**src/rtl/fp_pkg.sv**
```systemverilog
// Shared FP-datapath definitions: shift-op encoding and helpers that split the
// shift amount into contiguous per-stage bit groups.
package fp_pkg;

  typedef enum logic [1:0] {
    SH_LSR = 2'b00,
    SH_ASR = 2'b01,
    SH_LSL = 2'b10,
    SH_ROR = 2'b11
  } shift_op_e;

  // Each stage resolves ceil(shamt_w/stages) amount bits, LSB group first.
  function automatic int unsigned group_lo(int unsigned stage, int unsigned shamt_w,
                                           int unsigned stages);
    return stage * ((shamt_w + stages - 1) / stages);
  endfunction

  function automatic int unsigned group_hi(int unsigned stage, int unsigned shamt_w,
                                           int unsigned stages);
    int unsigned hi;
    hi = group_lo(stage, shamt_w, stages) + (shamt_w + stages - 1) / stages;
    return (hi > shamt_w) ? shamt_w : hi;
  endfunction

endpackage

```
**src/rtl/shift_stage.sv**
```systemverilog
// One barrel-shifter pipeline stage: shifts by the shamt bits in [LO, HI),
// updates guard/sticky for logical right shifts and registers the result.
module shift_stage
  import fp_pkg::*;
#(
  parameter int unsigned WIDTH   = 24,
  parameter int unsigned SHAMT_W = 5,
  parameter int unsigned TAG_W   = 4,
  parameter int unsigned LO      = 0,
  parameter int unsigned HI      = 5
) (
  input  logic               clk,
  input  logic               rst_n,
  input  logic               en,
  input  logic               in_valid,
  input  logic [WIDTH-1:0]   in_data,
  input  logic [SHAMT_W-1:0] in_shamt,
  input  shift_op_e          in_op,
  input  logic [TAG_W-1:0]   in_tag,
  input  logic               in_guard,
  input  logic               in_sticky,
  output logic               out_valid,
  output logic [WIDTH-1:0]   out_data,
  output logic [SHAMT_W-1:0] out_shamt,
  output shift_op_e          out_op,
  output logic [TAG_W-1:0]   out_tag,
  output logic               out_guard,
  output logic               out_sticky
);

  typedef struct packed {
    logic [WIDTH-1:0]   data;
    logic [SHAMT_W-1:0] shamt;
    shift_op_e          op;
    logic [TAG_W-1:0]   tag;
    logic               guard;
    logic               sticky;
  } payload_t;

  payload_t           pay_d, pay_q;
  logic               valid_q;
  logic [SHAMT_W-1:0] amt;
  logic [WIDTH-1:0]   low_mask;
  logic               guard_bit;
  logic [2*WIDTH-1:0] rot;
  int unsigned        amt_u;

  always_comb begin
    pay_d = '{data: in_data, shamt: in_shamt, op: in_op, tag: in_tag,
              guard: 1'b0, sticky: 1'b0};
    amt   = '0;
    // Take this stage's amount group (already weighted) and clear it from the remainder.
    for (int unsigned i = 0; i < SHAMT_W; i++) begin
      if (i >= LO && i < HI) begin
        amt[i]         = in_shamt[i];
        pay_d.shamt[i] = 1'b0;
      end
    end
    amt_u     = 32'(amt);
    guard_bit = 1'b0;
    low_mask  = '0;
    for (int unsigned i = 0; i < WIDTH; i++) begin
      low_mask[i] = (i + 2 <= amt_u);
      if (i + 1 == amt_u) guard_bit = in_data[i];
    end
    rot = {in_data, in_data} >> amt;

    unique case (in_op)
      SH_LSR: begin
        pay_d.data = in_data >> amt;
        if (amt_u == 0) begin
          pay_d.guard  = in_guard;
          pay_d.sticky = in_sticky;
        end else begin
          // The previous guard drops below the new guard and folds into sticky.
          pay_d.guard  = guard_bit;
          pay_d.sticky = in_sticky | in_guard | (|(in_data & low_mask));
        end
      end
      SH_ASR: pay_d.data = (amt_u >= WIDTH) ? {WIDTH{in_data[WIDTH-1]}}
                                            : $unsigned($signed(in_data) >>> amt);
      SH_LSL: pay_d.data = in_data << amt;
      SH_ROR: pay_d.data = rot[WIDTH-1:0];
      default: ;
    endcase
  end

  always_ff @(posedge clk or negedge rst_n) begin
    if (!rst_n) begin
      valid_q <= 1'b0;
      pay_q   <= '0;
    end else if (en) begin
      valid_q <= in_valid;
      pay_q   <= pay_d;
    end
  end

  assign out_valid  = valid_q;
  assign out_data   = pay_q.data;
  assign out_shamt  = pay_q.shamt;
  assign out_op     = pay_q.op;
  assign out_tag    = pay_q.tag;
  assign out_guard  = pay_q.guard;
  assign out_sticky = pay_q.sticky;

endmodule

```
**src/rtl/pipelined_barrel_shifter.sv**
```systemverilog
// Pipelined barrel shifter (LSR with guard/sticky, ASR, LSL, ROR) with a
// valid/ready handshake and a global stall on output backpressure.
module pipelined_barrel_shifter
  import fp_pkg::*;
#(
  parameter int unsigned WIDTH   = 24,
  parameter int unsigned SHAMT_W = 5,
  parameter int unsigned STAGES  = 2,
  parameter int unsigned TAG_W   = 4
) (
  input  logic               clk,
  input  logic               rst_n,
  input  logic               in_valid,
  output logic               in_ready,
  input  logic [WIDTH-1:0]   in_data,
  input  logic [SHAMT_W-1:0] in_shamt,
  input  logic [1:0]         in_op,
  input  logic [TAG_W-1:0]   in_tag,
  output logic               out_valid,
  input  logic               out_ready,
  output logic [WIDTH-1:0]   out_data,
  output logic               out_guard,
  output logic               out_sticky,
  output logic [TAG_W-1:0]   out_tag
);

  logic                             adv;
  shift_op_e                        op0;
  logic [SHAMT_W-1:0]               shamt0;
  logic [STAGES-1:0]                vld, grd, stk;
  logic [STAGES-1:0][WIDTH-1:0]     dat;
  logic [STAGES-1:0][SHAMT_W-1:0]   sh;
  logic [STAGES-1:0][TAG_W-1:0]     tag;
  shift_op_e                        op [STAGES];
  logic                             unused_rem;

  assign adv      = !out_valid || out_ready;
  assign in_ready = adv;

  // Rotation is reduced mod WIDTH up front so later stages never over-rotate.
  assign op0    = shift_op_e'(in_op);
  assign shamt0 = (op0 == SH_ROR) ? SHAMT_W'(32'(in_shamt) % WIDTH) : in_shamt;

  for (genvar s = 0; s < STAGES; s++) begin : g_stage
    logic               v_in, g_in, s_in;
    logic [WIDTH-1:0]   d_in;
    logic [SHAMT_W-1:0] sh_in;
    shift_op_e          op_in;
    logic [TAG_W-1:0]   tag_in;

    if (s == 0) begin : g_first
      assign v_in   = in_valid;
      assign d_in   = in_data;
      assign sh_in  = shamt0;
      assign op_in  = op0;
      assign tag_in = in_tag;
      assign g_in   = 1'b0;
      assign s_in   = 1'b0;
    end else begin : g_next
      assign v_in   = vld[s-1];
      assign d_in   = dat[s-1];
      assign sh_in  = sh[s-1];
      assign op_in  = op[s-1];
      assign tag_in = tag[s-1];
      assign g_in   = grd[s-1];
      assign s_in   = stk[s-1];
    end

    shift_stage #(
      .WIDTH  (WIDTH),
      .SHAMT_W(SHAMT_W),
      .TAG_W  (TAG_W),
      .LO     (group_lo(s, SHAMT_W, STAGES)),
      .HI     (group_hi(s, SHAMT_W, STAGES))
    ) u_stage (
      .clk       (clk),
      .rst_n     (rst_n),
      .en        (adv),
      .in_valid  (v_in),
      .in_data   (d_in),
      .in_shamt  (sh_in),
      .in_op     (op_in),
      .in_tag    (tag_in),
      .in_guard  (g_in),
      .in_sticky (s_in),
      .out_valid (vld[s]),
      .out_data  (dat[s]),
      .out_shamt (sh[s]),
      .out_op    (op[s]),
      .out_tag   (tag[s]),
      .out_guard (grd[s]),
      .out_sticky(stk[s])
    );
  end

  assign out_valid  = vld[STAGES-1];
  assign out_data   = dat[STAGES-1];
  assign out_guard  = grd[STAGES-1];
  assign out_sticky = stk[STAGES-1];
  assign out_tag    = tag[STAGES-1];

  // Every amount bit is consumed by the last stage; its remainder and op are dead.
  assign unused_rem = (|sh[STAGES-1]) ^ (^op[STAGES-1]);

endmodule
```
**config.mk**
```make
export PLATFORM = sky130hd
export DESIGN_NAME = pipelined_barrel_shifter
export DESIGN_NICKNAME = d
export VERILOG_FILES = /design/src/rtl/fp_pkg.sv /design/src/rtl/shift_stage.sv /design/src/rtl/pipelined_barrel_shifter.sv
export SDC_FILE = /design/constraint.sdc
export NUM_CORES = 1
export LEC_CHECK = 0
export CORE_UTILIZATION = 50
export DETAILED_ROUTE_END_ITERATION = 6
export HOLD_SLACK_MARGIN = 0.12
export PLACE_DENSITY = 0.75
export SETUP_SLACK_MARGIN = 0.02
export SYNTH_ARGS = -nofsm -noshare
export SYNTH_HDL_FRONTEND = slang
export SYNTH_SLANG_ARGS = --single-unit
```
**constraint.sdc**
```tcl
create_clock -name clk -period 1.7 [get_ports clk]
set_clock_uncertainty 0.1 [all_clocks]
set_input_delay 0.51 -clock clk [delete_from_list [all_inputs] [get_ports clk]]
set_output_delay 0.51 -clock clk [all_outputs]
set_load 0.01 [all_outputs]
```
==> results.md <==
- Clock sink total: 66
- Via count of the first global-routing pass: 6961
- Initial antenna violation count: 0
- Finish-stage setup viols: 17
- Source-to-sink clock delay at the later pin of the worst-skew pair: 340 ps
- Nets: 1017
- Cell chain of the critical path: or4_4, o41ai_4, a41oi_2, nor3_2, o21ai_1
- Summed area of non-filler cells in the final layout: 9490 µm²
- Core Area: 12100 µm²
- #FFs+latches synth: 66
- Effective utilization at floorplan: 0.515
- Total of buffers placed on input and output ports: 70
- Category of the worst setup path capture point: flop
- Final hold violations: 0
- Final setup slack of the worst path: -237 ps
- Reg clk slew, reported paths: 60 ps
- Proportion of layout cells with a drive suffix above 1: 0.419
- Synth Net Count: 815
- Wire per inst: 22.8 µm
- Area of the multi-input gates: 4800 µm²
- Data arrival time of the critical path: 2070 ps
- Part of the cycle the worst path needs: 1.14
- Antenna cells: 0
- Synthesized cell area: 6210 µm²
- Post-DP Area: 8070 µm²
- Via density per instance: 6.53
- Largest net degree at the start of global routing: 67
- Fraction of synthesis flops using an asynchronous set or reset pin: 1.00
- Sequential Area: 1650 µm²
- Met1 wire length: 10.5 mm
- Power per unit of standard cell area: 980 nW/µm²
- Critical path start-end classification: reg2reg
- Fill cell count: 852
- Unrepaired setup endpoints after global routing: true
- Final critical-path required period: 1940 ps
- Residual antenna-violating net count after detailed routing: 0
- Slew of the pin with the lowest slew margin: 387 ps
- Number of max-slew violations in the final report: 0
- Leading cell types by count after synthesis: sky130_fd_sc_hd__nor2_1, sky130_fd_sc_hd__nand2_1, sky130_fd_sc_hd__dfrtp_1
- Utilization after layout: 0.787
- Total power consumption of the routed design: 9.30 mW
- Residual DRC count: 0
- Overflow left after global routing: 0
- Mean cell area of the mapped netlist: 8.10 µm²
- Final GP Congestion: 0.990
- Initial DRC count: 833
- TritonCTS clock tree: yes
- Number of max-cap violations: 0
- Number of distinct library cells after synthesis: 58
- Number of warnings reported in the yosys synthesis log: 0
- Number of buffers on the longest clock path: 2
- Clock Root Buffer: sky130_fd_sc_hd__clkbuf_16
- Run status: finished, violations left
- Horizontal die dimension: 113 µm
- Total met2 wirelength after detailed routing: 12.0 mm
- Number of cells in the finished layout apart from fillers: 1142
- Total clock buffers created by CTS: 9
- Area growth syn-to-layout: 52.7%
- Final HPWL DP: 17.8 mm
- Die area: 12900 µm²
- Reported leakage power: 4.22 nW
- Total wire length after detailed routing: 26.0 mm
- Cells after synthesis: 767
- Sequential area share after synthesis: 0.266
- Violated checks: setup timing
- Worst IR Drop VDD: 0.722 mV
- Number of enable-type register cells in the synthesized netlist: 0
- Path class of the lowest-slack min-delay path: reg2reg
- Inst Count DP: 1096
- Number of optimization iterations in the first detailed-route pass: 5
- Maximum cell stage delay along the critical path: 570 ps
- Critical path startpoint category: flop
- Share of the synthesized area in the top cell type: 0.266
- Count of boundary I/O pins: 71
- Largest cells by area after synthesis: sky130_fd_sc_hd__dfrtp_1, sky130_fd_sc_hd__mux2i_1, sky130_fd_sc_hd__nor2_1
- Worst path required time: 1830 ps
- First-pass GRT wire length: 38.4 mm
- Predominant post-synthesis flop cell: sky130_fd_sc_hd__dfrtp_1
- Cell type with the largest total area after synthesis: sky130_fd_sc_hd__dfrtp_1
- Uppermost routed layer: met4
- Cell with the most instances after synthesis: sky130_fd_sc_hd__nor2_1
- Vias: 7457
- Combined global-route utilization of all metal layers: 0.391
- Total met3 wirelength after detailed routing: 2.22 mm
- Maximum level of the CTS H-tree: 3
- Chip height: 113 µm
- Std cell rows: 40
- Worst max-slew margin expressed relative to the limit: 0.735
- FMAX: 0.516 GHz
- Largest fanout on the critical path: 2
- Library cell contributing the largest single delay on the critical path: sky130_fd_sc_hd__or4_4
==> placed cells by master (no fill, tap or decap), drive strengths merged, types with 5 or more instances in the layout <==
cell and n:
a211o 5, a211oi 17, a21o 15, a21oi 56
a221oi 8, a22o 8, a311oi 10, a31oi 12
and2 11, buf 208, clkbuf 23, clkdlybuf4s15 5
clkdlybuf4s50 7, dfrtp 66, dlygate4sd2 35, ha 9
inv 11, mux2 23, mux2i 54, mux4 16
nand2 91, nand2b 12, nand3 8, nor2 95
nor2b 11, nor3 12, o211ai 13, o21a 9
o21ai 49, o221ai 9, o22a 9, o22ai 9
==> routing by layer <==
layer	up-vias	track usage
met5	-	0
met4	0	0.162
met3	95	0.0643
met2	509	0.630
met1	3615	0.522
li1	3238	-
==> path summary, 6_finish.rpt <==
kind | startpoint | to | slack [ps] | cells after the start
min | g_stage[1].u_stage.out_tag[0] | g_stage[1].u_stage.out_tag[0] | 360 | 2
min in group asynchronous | rst_n | g_stage[0].u_stage.out_shamt[4] | 600 | 3
min reg2reg | g_stage[1].u_stage.out_tag[0] | g_stage[1].u_stage.out_tag[0] | 360 | 2
max | g_stage[0].u_stage.out_data[22] | g_stage[1].u_stage.out_sticky | -240 | 5
max in group asynchronous | rst_n | g_stage[1].u_stage.out_data[18] | 550 | 3
max reg2reg | g_stage[0].u_stage.out_data[22] | g_stage[1].u_stage.out_sticky | -240 | 5
==> timing repair <==
| item | 4_1_cts | 5_1_grt |
|---|---|---|
| hold buffers | 1 | 0 |
| resized for setup | 200 | 155 |
| endpoints found under the hold margin | 47 | 0 |
| cloned | 3 | 5 |
| pin swaps | 26 | 42 |
| endpoints found under the setup margin | 91 | 51 |
| buffers inserted | 6 | 15 |
==> cells by family (layout without fill, tap and decap cells) <==
kind of cell / Yosys count / after routing / share of synthesized area
AOI/OAI and AO/OA: 252 / 252 / 0.273
adders and majority gates: 9 / 9 / 0.0181
buffers and inverters: 93 / 299 / 0.0735
DFF: 66 / 66 / 0.266
muxes: 93 / 93 / 0.190
and+or+nand+nor: 254 / 255 / 0.179
==> registers in the layout, summed over array words and instances (netlist names) <==
signal and flops:
g_stage.u_stage.out_data 48, g_stage.u_stage.out_tag 8, g_stage.u_stage.out_guard 2, g_stage.u_stage.out_sticky 2
g_stage.u_stage.out_op 2, g_stage.u_stage.out_valid 2, g_stage.u_stage.out_shamt 2
==> area by class of cell <==
| class | instances | share of cell area |
|---|---|---|
| multi-input combinational | 609 | 0.505 |
| clock inverter | 6 | 0.0121 |
| inverter | 14 | 0.00752 |
| timing repair buffer | 269 | 0.254 |
| clock buffer | 10 | 0.0241 |
| tap | 168 | 0.0222 |
| sequential | 66 | 0.174 |
==> critical path, delay by kind of cell (launching register included) <==
kind	cells	cell delay, ps
AO/OA/AOI/OAI	3	570
flip-flops	1	370
AND/OR/NAND/NOR	2	780
==> per-stage QoR <==
step | hold slack (ps) | TNS, ps | setup slack [ps]
floorplan | 114 | -2180 | -199
global placement | 348 | -37720 | -1090
detailed placement | 355 | -39530 | -1120
CTS | 363 | -4080 | -307
global route | 379 | -3040 | -283
finish | 359 | -1820 | -237
==> power breakdown <==
part,internal [mW],total (mW),switching [mW],leakage [nW]
logic,2.29,4.79,2.50,3.27
registers,1.97,2.32,0.353,0.796
clock network,1.44,2.19,0.756,0.163
(Power assumes the default switching activity.)
